File: config.mk
export PLATFORM = sky130hd
export DESIGN_NAME = cdb_arbiter
export DESIGN_NICKNAME = d
export VERILOG_FILES = /design/src/rtl/cdb_arbiter_pkg.sv /design/src/rtl/cdb_arbiter_fifo.sv /design/src/rtl/cdb_arbiter.sv
export SDC_FILE = /design/constraint.sdc
export NUM_CORES = 1
export LEC_CHECK = 0
export ABC_AREA = 1
export BUFFER_PORTS_ARGS = -buffer_cell sky130_fd_sc_hd__clkbuf_2
export CAP_MARGIN = 20
export CORE_ASPECT_RATIO = 1.75
export CORE_MARGIN = 5
export CORE_UTILIZATION = 64
export CTS_BUF_LIST = sky130_fd_sc_hd__clkbuf_8
export CTS_CLUSTER_SIZE = 12
export DETAILED_ROUTE_END_ITERATION = 10
export GPL_TIMING_DRIVEN = 1
export HOLD_SLACK_MARGIN = 0.12
export PLACE_DENSITY = 0.95
export SLEW_MARGIN = 5
export SYNTH_ARGS = -nofsm -noshare
export SYNTH_HDL_FRONTEND = slang
export SYNTH_SLANG_ARGS = --single-unit
File: constraint.sdc
create_clock -name CLK -period 8.7 [get_ports CLK]
set_input_delay 1.305 -clock CLK [delete_from_list [all_inputs] [get_ports CLK]]
set_output_delay 1.305 -clock CLK [all_outputs]
set_load 0.02 [all_outputs]
File: src/rtl/cdb_arbiter_pkg.sv
// Shared CPU types for the common data bus transmit side.
// Tags, broadcast bundle and per-FU queue entry.
package cpu_types;

  typedef enum logic [2:0] {
    INVALID = 3'd0,
    RS_ALU1 = 3'd1,
    RS_ALU2 = 3'd2,
    RS_MUL1 = 3'd3,
    RS_MUL2 = 3'd4,
    RS_LD1  = 3'd5,
    RS_LD2  = 3'd6,
    RS_ST1  = 3'd7
  } RS_tag_type;

  typedef struct packed {
    RS_tag_type  tag;
    logic [31:0] data;
  } cdb_t;

  typedef struct packed {
    RS_tag_type  tag;
    logic [31:0] data;
  } cdb_entry_t;

  localparam int CDB_N_FU = 4;

endpackage

File: src/rtl/cdb_arbiter_fifo.sv
// Per-FU result queue: circular buffer with occupancy count.
// Guards push-on-full and pop-on-empty internally.
module cdb_fifo
  import cpu_types::*;
#(
  parameter int DEPTH = 2
) (
  input  logic       CLK,
  input  logic       RST_N,
  input  logic       flush,
  input  logic       push,
  input  cdb_entry_t push_entry,
  input  logic       pop,
  output cdb_entry_t head_entry,
  output logic       empty,
  output logic       full
);

  localparam int AW = (DEPTH > 1) ? $clog2(DEPTH) : 1;
  localparam int CW = $clog2(DEPTH + 1);

  cdb_entry_t    r_mem [DEPTH];
  logic [AW-1:0] r_rd;
  logic [AW-1:0] r_wr;
  logic [CW-1:0] r_cnt;
  logic          w_push;
  logic          w_pop;

  assign empty      = (r_cnt == '0);
  assign full       = (r_cnt == CW'(DEPTH));
  assign w_push     = push & ~full;
  assign w_pop      = pop & ~empty;
  assign head_entry = r_mem[r_rd];

  always_ff @(posedge CLK) begin
    if (!RST_N || flush) begin
      r_rd  <= '0;
      r_wr  <= '0;
      r_cnt <= '0;
    end else begin
      if (w_push) r_wr <= r_wr + AW'(1);
      if (w_pop)  r_rd <= r_rd + AW'(1);
      case ({w_push, w_pop})
        2'b10:   r_cnt <= r_cnt + CW'(1);
        2'b01:   r_cnt <= r_cnt - CW'(1);
        default: r_cnt <= r_cnt;
      endcase
    end
  end

  // Storage needs no reset: count gates every read.
  always_ff @(posedge CLK) begin
    if (RST_N && !flush && w_push)
      r_mem[r_wr] <= push_entry;
  end

endmodule

File: src/rtl/cdb_arbiter.sv
// CDB transmit arbiter: per-FU queues, round-robin pick,
// one registered tag/data broadcast per cycle.
module cdb_arbiter
  import cpu_types::*;
#(
  parameter int N_FU  = CDB_N_FU,
  parameter int DEPTH = 2
) (
  input  logic                      CLK,
  input  logic                      RST_N,
  input  logic                      flush,
  input  logic [N_FU-1:0]           fu_valid,
  input  RS_tag_type [N_FU-1:0]     fu_tag,
  input  logic [N_FU-1:0][31:0]     fu_data,
  output logic [N_FU-1:0]           fu_ready,
  output cdb_t                      cdb_out,
  output logic                      cdb_valid,
  output logic [$clog2(N_FU)-1:0]   grant_idx
);

  localparam int GW = $clog2(N_FU);

  logic [N_FU-1:0] w_empty;
  logic [N_FU-1:0] w_full;
  logic [N_FU-1:0] w_push;
  logic [N_FU-1:0] w_pop;
  logic [N_FU-1:0] w_rot;
  cdb_entry_t      w_entry [N_FU];
  cdb_entry_t      w_head  [N_FU];
  logic [GW-1:0]   r_rr;
  logic [GW-1:0]   w_off;
  logic [GW-1:0]   w_g;
  logic [GW-1:0]   w_rr_nxt;
  logic            w_win;

  for (genvar i = 0; i < N_FU; i++) begin : g_q
    assign fu_ready[i]  = ~w_full[i];
    assign w_entry[i]   = '{tag: fu_tag[i], data: fu_data[i]};
    // INVALID pushes are handshaked but never stored.
    assign w_push[i]    = fu_valid[i] & fu_ready[i] &
                          (fu_tag[i] != INVALID) & ~flush;
    assign w_pop[i]     = w_win & (w_g == GW'(i)) & ~flush;

    cdb_fifo #(.DEPTH(DEPTH)) u_fifo (
      .CLK        (CLK),
      .RST_N      (RST_N),
      .flush      (flush),
      .push       (w_push[i]),
      .push_entry (w_entry[i]),
      .pop        (w_pop[i]),
      .head_entry (w_head[i]),
      .empty      (w_empty[i]),
      .full       (w_full[i])
    );

    always_ff @(posedge CLK) begin
      if (RST_N && !flush && fu_valid[i] && fu_ready[i])
        a_tag: assert (fu_tag[i] != INVALID)
          else $warning("cdb_arbiter: INVALID tag on FU %0d discarded", i);
    end
  end

  // Rotate so rr_ptr sits at bit 0, find lowest set, rotate back.
  always_comb begin
    w_rot = '0;
    w_win = 1'b0;
    w_off = '0;
    for (int j = 0; j < N_FU; j++)
      w_rot[j] = ~w_empty[(j + int'(r_rr)) % N_FU];
    for (int j = N_FU - 1; j >= 0; j--) begin
      if (w_rot[j]) begin
        w_win = 1'b1;
        w_off = GW'(j);
      end
    end
    w_g      = GW'((int'(w_off) + int'(r_rr)) % N_FU);
    w_rr_nxt = GW'((int'(w_g) + 1) % N_FU);
  end

  always_ff @(posedge CLK) begin
    if (!RST_N) begin
      cdb_out   <= '{tag: INVALID, data: '0};
      cdb_valid <= 1'b0;
      grant_idx <= '0;
      r_rr      <= '0;
    end else if (flush || !w_win) begin
      cdb_out   <= '{tag: INVALID, data: '0};
      cdb_valid <= 1'b0;
    end else begin
      cdb_out   <= '{tag: w_head[w_g].tag,
                     data: w_head[w_g].data};
      cdb_valid <= 1'b1;
      grant_idx <= w_g;
      r_rr      <= w_rr_nxt;
    end
  end

endmodule

# [Word level (Yosys, flattened, before mapping)]
# Memory sizes are Yosys's and may differ from the RTL's. A register that Yosys moved wholly into a read port is not among the register bits.
# Cells that the tools add are included.
[classes] order_cmp=5 n_eq_ne=15 reduce_logical=27 add_sub_neg=21 muxes=43 bitwise_logic=42
[op_table] op="$bmux W35 S2" n=1
[op_table] op="$mux W35" n=2
[op_table] op="$and A1 B1 Y1" n=28
[op_table] op="$mux W1" n=28
[op_table] op="$eq A2 B2 Y1 const B" n=10
[op_table] op="$pmux W2 S2" n=4
[op_table] op="$lt A3 B4 Y1 const B" n=3
[op_table] op="$reduce_bool A3 Y1" n=4
[op_table] op="$add A2 B1 Y2 const B" n=5
[op_table] op="$eq A2 B1 Y1 const B" n=5
[op_table] op="$logic_not A2 Y1" n=5
[op_table] op="$not A1 Y1" n=10
[op_table] op="$add A1 B1 Y1 const B" n=8
[op_table] op="$bmux W1 S2" n=4
[op_table] op="$mux W2" n=4
[op_table] op="$reduce_bool A2 Y1" n=4
[op_table] op="$reduce_or A2 Y1" n=4
[op_table] op="$sub A2 B1 Y2 const B" n=4
[op_table] op="$logic_and A1 B1 Y1" n=5
[op_table] op="$add A2 B2 Y2 const A" n=2
[op_table] op="$and A1 B1 Y1 const A" n=3
[op_table] op="$ge A3 B3 Y1 const B" n=1
[op_table] op="$logic_not A1 Y1" n=3
[op_table] op="$lt A2 B3 Y1 const B" n=1
[op_table] op="other kinds (4)" n=5
[word_totals] out_inout_bits=42 mem_count=4 ramBits=280 regBits=56
[mem_list] name="g_q[0].u_fifo.r_mem" words=2 word_bits=35 read_ports=1 rd_clocked_by_memory_dff=1 wr=1 line="cdb_arbiter_fifo.sv:22" text="cdb_entry_t r_mem [DEPTH];"
[mem_list] name="g_q[1].u_fifo.r_mem" words=2 word_bits=35 read_ports=1 rd_clocked_by_memory_dff=1 wr=1 line="cdb_arbiter_fifo.sv:22"
[mem_list] name="g_q[2].u_fifo.r_mem" words=2 word_bits=35 read_ports=1 rd_clocked_by_memory_dff=1 wr=1 line="cdb_arbiter_fifo.sv:22"
[mem_list] name="g_q[3].u_fifo.r_mem" words=2 word_bits=35 read_ports=1 rd_clocked_by_memory_dff=1 wr=1 line="cdb_arbiter_fifo.sv:22"

# [Logic depth before layout (Yosys ltp)]
# Gate-level depths: netlist of the first run.
[depth] depth_word=17 mapped_depth=20 ltp_nobuf=19

# [By module]
# A second synthesis of the first run with hierarchy kept.
[hier_totals] cells_unflattened=1072 hier_area_um2=14505.2
[by_module_without_submodules] module="cdb_fifo" area_each_um2=2927.8 cells_per_inst=148 n_inst=4
[by_module_without_submodules] module="cdb_arbiter" area_each_um2=2793.9 cells_per_inst=480 n_inst=1

# [Worst setup path before layout of the first run]
# OpenSTA, ideal clock, no wires.
[synth_timing] path_kind="input to register" start="input RST_N" end="memory g_q[0].u_fifo.r_mem[1][0] in the netlist's numbering, enable pin" stages=4 t_arrival_ns=4.337 path_slack_ns=3.893 required_time_ns=8.229 path_buffers=0 setup_ns=0.471 path_cell_list="inv_1 -> nor2_1 -> inv_1 -> nor3_1"
[synth_between] elab_chain_len=4
[synth_lines] item="start, declared" line="cdb_arbiter.sv:10" text="input logic RST_N,"
[synth_lines] item="$logic_and A1 B1 Y1 (2 in series)" line="cdb_arbiter_fifo.sv:53" text="if (RST_N && !flush && w_push)"
[synth_lines] item="$mux W1" line="cdb_arbiter_fifo.sv:53"
[synth_lines] item="$mux W1 (not written as such)" line="cdb_arbiter_fifo.sv:54" text="r_mem[r_wr] <= push_entry;"
[synth_lines] item="end, declared" line="cdb_arbiter_fifo.sv:22"
# No other way between the ends.

# [Final worst setup path of the first run]
[layout_timing] start="register g_q[3].u_fifo.r_cnt[0]" end="register g_q[1].u_fifo.r_cnt[1]"
[layout_between] elab_chain_len=15
[layout_lines] item="start, declared" line="cdb_arbiter_fifo.sv:25" text="logic [CW-1:0] r_cnt;"
[layout_lines] item="start signal, assigned" line="cdb_arbiter_fifo.sv:44" text="2'b10: r_cnt <= r_cnt + CW'(1);"
[layout_lines] item="start signal, assigned" line="cdb_arbiter_fifo.sv:45" text="2'b01: r_cnt <= r_cnt - CW'(1);"
[layout_lines] item="start signal, assigned" line="cdb_arbiter_fifo.sv:46" text="default: r_cnt <= r_cnt;"
[layout_lines] item="$logic_not A2 Y1 (*)" line="cdb_arbiter_fifo.sv:29" text="assign empty = (r_cnt == '0);"
[layout_lines] item="$bmux W1 S2" line="cdb_arbiter.sv:69" text="w_rot[j] = ~w_empty[(j + int'(r_rr)) % N_FU];"
[layout_lines] item="$mux W1 (not written as such) (2 in series)" line="cdb_arbiter.sv:69"
[layout_lines] item="$mux W2 (4 in series)" line="cdb_arbiter.sv:71" text="if (w_rot[j]) begin"
[layout_lines] item="$add A2 B2 Y2" line="cdb_arbiter.sv:76" text="w_g = GW'((int'(w_off) + int'(r_rr)) % N_FU);"
[layout_lines] item="$eq A2 B1 Y1" line="cdb_arbiter.sv:42" text="assign w_pop[i] = w_win & (w_g == GW'(i)) & ~flush;"
[layout_lines] item="$and A1 B1 Y1 (*) (2 in series)" line="cdb_arbiter.sv:42"
[layout_lines] item="$and A1 B1 Y1 (*)" line="cdb_arbiter_fifo.sv:32" text="assign w_pop = pop & ~empty;"
[layout_lines] item="named net g_q[1].u_fifo.w_pop" line="cdb_arbiter_fifo.sv:27" text="logic w_pop;"
[layout_lines] item="$eq A2 B1 Y1 / $eq A2 B2 Y1 (equally long branches)" line="cdb_arbiter_fifo.sv:43" text="case ({w_push, w_pop})"
[layout_lines] item="$pmux W2 S2 / $reduce_bool A2 Y1 (equally long branches)"
[layout_lines] item="end signal, assigned" line="cdb_arbiter_fifo.sv:44"
[layout_lines] item="end signal, assigned" line="cdb_arbiter_fifo.sv:45"
[layout_lines] item="end signal, assigned" line="cdb_arbiter_fifo.sv:46"
[layout_lines] item="end, declared" line="cdb_arbiter_fifo.sv:25"
# Mark *: on every way through the listed nets, which the timed path passes. The rest lies on a longest branch. The select of a mux whose other input is x is not followed.
# A chain may end at the register's enable or synchronous reset.

==> results.cfg, run 1 <==
[detailed_routing]
highest-signal-layer = met4
drt_first_pass_iters = 7
route.vias.total = 8486
route.met3.wl_um = 2110
vias_per_cell = 5.87
met2_wirelength_um = 15200
detailed_route_iter0_violations = 887
drt-met1-wl_um = 10400
drc = 0
detail-route-antenna-nets = 0
avgRoutedWirePerCell_um = 20.2
totalWireLength_um = 29200

[power_and_ir_drop]
switching_power_mw = 1.69
p_leak_nw = 5.46
irDropWorstVdd_mv = 0.343
seq_power_share_pct = 41.4
tot_pwr_mw = 4.58
p_per_area_nw_per_um2 = 305
intPower_mw = 2.89
sw_frac_of_total_pct = 36.9
p_clk_share_pct = 24.5
share_comb_of_total_power_pct = 34.0

[worst_setup_path]
path_max_fanout = 52
endpoint_kind = flop
crit-reg2reg-capture = g_q[1].u_fifo.r_cnt[1]$_SDFFE_PP0P_
regToRegSetupSlack_ps = 5110
critical_path.startpoint_type = flop
source_of_the_worst_register_to_register_timing_path = g_q[3].u_fifo.r_cnt[0]$_SDFFE_PP0P_
worst-r2r-cell-count = 16
critPathArrivalTime_ps = 4010
worst-setup-path-type = reg -> reg
wp_data_required_ps = 9120

[sta]
slew_headroom_pct = 26.0
period_needed_ps = 3590
whs_ps = 479
finalCritPeriodShare_pct = 41.2
worst_clock_skew_ps = 12.9
timing.final.setup_violations = 0
tightestPinTransition_ps = 1110
grt_setup_unrepaired = false
accumulated_negative_setup_slack_ps = 0
maxSlewViolCount = 0
max_freq_ghz = 0.279
hold_viol = 0

[clock_network]
ctsLongestPathBuffers = 3
clk_transition_reported_paths_ps = 80
ctsResizeCount = 0
postCtsSetupBuffers = 0
cts_tree = built
hold_fix_buffers_at_cts = 0
cts-htree-levels = 2
insertion_delay_ps = 540
cts_sinks = 340
numCtsBuffers = 44
clk_root_buffer_cell = clkbuf_8

[yosys]
ys.flop_type = edfxtp_1
synthCells = 967
post-synth-top-area-fraction_pct = 64.9
synth_largest_area_cell = edfxtp_1
synth.lib_cells_used.distinct = 30
number_of_warnings_issued_by_yosys = 0
async_flop_share_pct = 0
synthesis.area_sq_um = 13000
yosys-top-cells-count = 280 x edfxtp_1, 174 x nor2_1, 113 x o21ai_0
synth.net_count = 1120
synth_edf_count = 280
fraction_of_the_yosys_area_taken_by_sequential_cells_pct = 74.1
post-synth-top-count-cell = edfxtp_1
post_synth_main_area_contributors = edfxtp_1 65%, dfxtp_1 9.3%, mux2i_1 5.4%
average_footprint_of_a_synthesized_cell_sq_um = 13.4
postSynthRegisterBits = 340

[die]
num_ports = 189
die_area_sq_um = 23300
die_x_um = 118
core_area_sq_um = 20100
num_rows = 69
die_height_um = 198
start_util_pct = 64.4

[run]
cap_viol_max_count = 0

[cells_and_area]
stdcell_count = 1446
finalInstanceArea_sq_um = 15000
area_growth_pct = 16.0
post_route_cells_drive_above_1_share_pct = 24.5
fin_nets = 1315
fillCellCount = 1226
n_antenna_cell = 0

[global_routing]
grt_pass1_vias = 8625
grt_first_pass_wirelength_um = 44600
gr-usage-all-layers_pct = 24.4
grt_antenna_before_repair = 0
grt-ovfl-total = 0
grt_max_degree = 91

[hold_path]
worst_hold_path_type = reg -> reg
min-delay-start = g_q[3].u_fifo.r_wr$_SDFFE_PP0P_
holdPathStages = 2
min_delay_worst_endpoint = g_q[3].u_fifo.r_wr$_SDFFE_PP0P_

[placed_design]
dpl-instance-area_sq_um = 14100
finalWeightedCongestion = 0.873
place_inst = 1361
portBuffers = 188
dp_hpwl_um = 20200

[run_status]
outcome = finished, final reports clean
## cell usage in the layout (no fill, tap or decap), drive strengths merged, types with 16 or more instances in the layout
cell / instances
clkbuf: 235
mux2i: 70
inv: 46
o21ai: 113
edfxtp: 280
o22ai: 70
nor2: 178
clkinv: 21
dfxtp: 60
a21oi: 16
nand2: 52
## through the flow
stage	utilization, %	worst slack [ps]
after global routing	74.7	4750
final	74.7	5110
after detailed placement	70.2	4840
after floorplan	-	3890
after global placement	70.2	4960
after CTS	74.5	5170
## power groups by stage
stage | logic [mW] | clock network (mW) | registers (mW)
floorplan | 1.08 | 0 | 1.99
global placement | 1.48 | 0 | 1.93
detailed placement | 1.53 | 0 | 1.93
CTS | 1.54 | 1.14 | 1.90
global route | 1.73 | 1.22 | 1.90
finish | 1.56 | 1.12 | 1.90
## worst max path at each step
stage | startpoint | endpoint
2_1_floorplan | RST_N | g_q[0].u_fifo.r_mem[1][0]$_DFFE_PP_
3_3_place_gp | RST_N | g_q[2].u_fifo.r_mem[0][14]$_DFFE_PP_
3_5_place_dp | RST_N | g_q[2].u_fifo.r_mem[0][17]$_DFFE_PP_
4_1_cts | g_q[3].u_fifo.r_cnt[0]$_SDFFE_PP0P_ | g_q[1].u_fifo.r_cnt[1]$_SDFFE_PP0P_
5_1_grt | r_rr[0]$_SDFFE_PN0P_ | g_q[1].u_fifo.r_cnt[1]$_SDFFE_PP0P_
6_report | g_q[3].u_fifo.r_cnt[0]$_SDFFE_PP0P_ | g_q[1].u_fifo.r_cnt[1]$_SDFFE_PP0P_
## critical path: stages (launching register included)
cell	delay, ps
dfxtp_1	360
nor2_1	310
nand2_1	150
nand3_1	130
nand2_2	80
a21oi_1	120
nor2_1	90
ha_4	580
nand3_1	300
nor2_1	250
inv_1	110
nor2_1	140
ha_1	280
a21oi_1	150
o21ai_0	150
o21ai_0	210
a21oi_1	60
## per-layer routing
metal / up-vias / GRT usage [%]
met5: - / 0
met4: 0 / 13.0
met3: 84 / 3.49
met2: 438 / 42.7
met1: 4040 / 29.4
li1: 3924 / -
## area by class of cell
cell class              instances  area [sq um]  area share [%]
flip-flops and latches        340          9610            63.9
inverters                      38           144           0.957
clock inverters                35           215            1.43
clock buffers                  47           647            4.30
multi-input cells             540          3060            20.3
repair buffers                198          1050            6.98
well taps                     248           310            2.06
## cells by family after synthesis
family / share of synthesized area (%)
buffers and inverters: 2.78
adder cells (fa/ha/maj): 0.579
AND/OR/NAND/NOR: 8.35
flip-flops: 74.1
XOR/XNOR: 0.338
multiplexers: 5.41
AO/OA/AOI/OAI: 8.42
## registers in the layout, indices dropped and copies added (netlist names), named ones only
name and flops:
cdb_out 35, cdb_valid 1, g_q.u_fifo.r_cnt 8, grant_idx 2, r_rr 2, g_q.u_fifo.r_wr 4
g_q.u_fifo.r_rd 4, g_q.u_fifo.r_mem 280
Note: power is estimated with default switching activity, not from simulation.
==> run 2, diff against run 1 <==
--- a/config.mk
+++ b/config.mk
@@ -10,13 +10,13 @@
 export CAP_MARGIN = 20
 export CORE_ASPECT_RATIO = 1.75
 export CORE_MARGIN = 5
-export CORE_UTILIZATION = 64
+export CORE_UTILIZATION = 59
 export CTS_BUF_LIST = sky130_fd_sc_hd__clkbuf_8
 export CTS_CLUSTER_SIZE = 12
 export DETAILED_ROUTE_END_ITERATION = 10
 export GPL_TIMING_DRIVEN = 1
 export HOLD_SLACK_MARGIN = 0.12
-export PLACE_DENSITY = 0.95
+export PLACE_DENSITY = 0.92
 export SLEW_MARGIN = 5
 export SYNTH_ARGS = -nofsm -noshare
 export SYNTH_HDL_FRONTEND = slang
==> constraint.sdc (replaced) <==
create_clock -name CLK -period 3.6 [get_ports CLK]
set_input_delay 0.54 -clock CLK [delete_from_list [all_inputs] [get_ports CLK]]
set_output_delay 0.54 -clock CLK [all_outputs]
set_load 0.02 [all_outputs]
==> run 2 against run 1 <==
Clock power grew to 2.7 times the previous value. Die area increased by 7.9%. Register-to-register slack worse by 4600 ps. First-iteration DRC count shrank 8.7%. Routed wire length increased by 1.9%. Critical endpoint unchanged. Largest power group unchanged.
==> results.cfg, run 2 (same netlist as run 1, synthesis figures left out) <==
[global_routing]
grt_max_degree = 141
grt_pass1_vias = 8768
grt-ovfl-total = 0
grt_first_pass_wirelength_um = 45700
grtUsageMet3_pct = 4.38
gr-usage-all-layers_pct = 23.9
gr-usage-met2_pct = 41.4
gr-usage-met1_pct = 28.3
gr_busiest_metal = met2
grt_antenna_before_repair = 4

[run_status]
outcome = finished, final reports clean

[worst_setup_path]
critical_path.startpoint_type = flop
slowest_delay_ps = 550
worst-setup-path-type = reg -> reg
regToRegSetupSlack_ps = 470
cp_cell_sequence = inv_2 -> nand2_1 -> nand3_1 -> nand2_1 -> a21oi_1 -> nor2_1 -> ha_4 -> xor2_1 -> nand3b_2 -> nand2_4 -> nor2_1 -> inv_1 -> nor2_1 -> ha_1 -> a21oi_1 -> o21ai_0 -> o21ai_0 -> a21oi_1
critPathArrivalTime_ps = 3570
timing.critical_path.max_delay_family = simple AND/OR/NAND/NOR gates
timing.critical_path.to = g_q[1].u_fifo.r_cnt[1]$_SDFFE_PP0P_
worstPathBufferInverterCount = 2
worst-r2r-cell-count = 18
critical-path-slowest-cell = dfxtp_1
path_max_fanout = 12
worst_setup_path_startpoint = r_rr[0]$_SDFFE_PN0P_
endpoint_kind = flop
critical_path_stages = 18
crit-reg2reg-capture = g_q[1].u_fifo.r_cnt[1]$_SDFFE_PP0P_
wp_data_required_ps = 4040
source_of_the_worst_register_to_register_timing_path = r_rr[0]$_SDFFE_PN0P_

[power_and_ir_drop]
tot_pwr_mw = 11.5
p_leak_nw = 5.54
sw_frac_of_total_pct = 36.6
switching_power_mw = 4.20
seq_power_share_pct = 39.9
intPower_mw = 7.28
p_per_area_nw_per_um2 = 750
p_clk_share_pct = 26.2
share_comb_of_total_power_pct = 33.9
irDropWorstVdd_mv = 0.660

[cells_and_area]
register_area_sq_um = 9610
post_route_cells_drive_above_1_share_pct = 25.4
finalCoreUtilization_pct = 70.9
largest_register = g_q.u_fifo.r_mem
fin_nets = 1327
reg_top3 = g_q.u_fifo.r_mem (280), cdb_out (35), g_q.u_fifo.r_cnt (8)
most_common_cell_after_layout_fill_and_taps_aside = edfxtp_1
area_growth_pct = 18.1
largest_reg_flops = 280
commonest_non_fill_non_tap_cells_in_the_layout = 280 x edfxtp_1, 188 x clkbuf_2, 170 x nor2_1
fillCellCount = 1421
stdcell_count = 1506
multi_input_area_sq_um = 3060

[run]
cap_viol_max_count = 0

[clock_network]
ctsResizeCount = 0
cts_tree = built
clk_transition_reported_paths_ps = 70
numCtsBuffers = 46
cts_sinks = 340
ctsLongestPathBuffers = 3
clk_root_buffer_cell = clkbuf_8
insertion_delay_ps = 560
cts-htree-levels = 2
hold_fix_buffers_at_cts = 0
postCtsSetupBuffers = 0

[sta]
slew_headroom_pct = 30.2
maxSlewViolCount = 0
tightestPinTransition_ps = 1050
timing.final.setup_violations = 0
period_needed_ps = 3130
hold_viol = 0
worst_clock_skew_ps = 18.8
max_freq_ghz = 0.319
accumulated_negative_setup_slack_ps = 0
finalCritPeriodShare_pct = 87.0
final.setup.worst_slack_ps = 469
grt_setup_unrepaired = false

[die]
num_rows = 71
die_area_sq_um = 25200
die_height_um = 206
core_area_sq_um = 21600
start_util_pct = 60.0
die_x_um = 122
num_ports = 189

[detailed_routing]
drt_first_pass_iters = 5
detailed_route_iter0_violations = 810
drc = 0
detail-route-antenna-nets = 0
avgRoutedWirePerCell_um = 19.7
vias_per_cell = 5.66
route.vias.total = 8523
totalWireLength_um = 29700

[placed_design]
finalWeightedCongestion = 0.879
portBuffers = 188
dp_hpwl_um = 20600
place_inst = 1418
dp_slack_ps = 545

[hold_path]
worst_hold_path_type = in -> reg
-- run 2: changes by cell type in the layout (fill, tap and decap cells not counted) --
cell       change
diode_2        +5
clkbuf_8       +5
inv_1          -6
buf_4          +8
clkinv_2       -3
clkinv_1       +3
buf_8          -1
bufinv_16      +2
buf_12         +3
-- run 2: worst min path at each step --
| stage | end | slack (ps) | start | cells past startpoint |
|---|---|---|---|---|
| after global placement | g_q[1].u_fifo.r_wr$_SDFFE_PP0P_ | 450 | g_q[1].u_fifo.r_wr$_SDFFE_PP0P_ | 2 |
| after floorplan | g_q[0].u_fifo.r_wr$_SDFFE_PP0P_ | 440 | g_q[0].u_fifo.r_wr$_SDFFE_PP0P_ | 2 |
| after CTS | g_q[2].u_fifo.r_mem[1][3]$_DFFE_PP_ | 130 | fu_data[67] | 1 |
| after detailed placement | g_q[3].u_fifo.r_wr$_SDFFE_PP0P_ | 450 | g_q[3].u_fifo.r_wr$_SDFFE_PP0P_ | 2 |
| after global routing | g_q[2].u_fifo.r_mem[0][3]$_DFFE_PP_ | 120 | fu_data[67] | 1 |
| final | g_q[2].u_fifo.r_mem[0][22]$_DFFE_PP_ | 170 | fu_data[86] | 1 |
-- run 2: worst reg2reg max path, cell delays in order (launching register included) --
cell and delay (ps):
dfxtp_1 550, inv_2 130, nand2_1 160, nand3_1 90
nand2_1 80, a21oi_1 70, nor2_1 230, ha_4 180
xor2_1 170, nand3b_2 170, nand2_4 110, nor2_1 200
inv_1 80, nor2_1 100, ha_1 260, a21oi_1 110
o21ai_0 110, o21ai_0 160, a21oi_1 60
-- run 2: layer usage --
metal | vias up | wire (um)
met1 | 4086 | 10600
met5 | - | 0
met2 | 406 | 15600
met4 | 0 | 1380
met3 | 80 | 2140
li1 | 3951 | -
-- run 2: area by class of cell --
type / instances / share of cell area [%]
sequential: 340 / 62.8
clock buffer: 52 / 4.68
multi-input combinational: 540 / 20.0
inverter: 38 / 0.940
tap: 292 / 2.39
antenna: 5 / 0.0817
clock inverter: 31 / 1.63
timing repair buffer: 208 / 7.54
-- run 2: metrics by stage --
stage / cell area, sq um / hold WS (ps)
3_5_place_dp: 14300 / 452
6_report: 15300 / 168
4_1_cts: 15300 / 133
3_3_place_gp: 14300 / 450
2_1_floorplan: 13000 / 441
5_1_grt: 15300 / 124
-- run 2: power by group through the flow --
stage	clock network (mW)	logic (mW)	registers [mW]
after floorplan	0	2.62	4.81
after global placement	0	3.71	4.66
after detailed placement	0	3.86	4.67
after CTS	3.06	3.89	4.58
after global routing	3.26	4.32	4.60
final	3.00	3.89	4.58
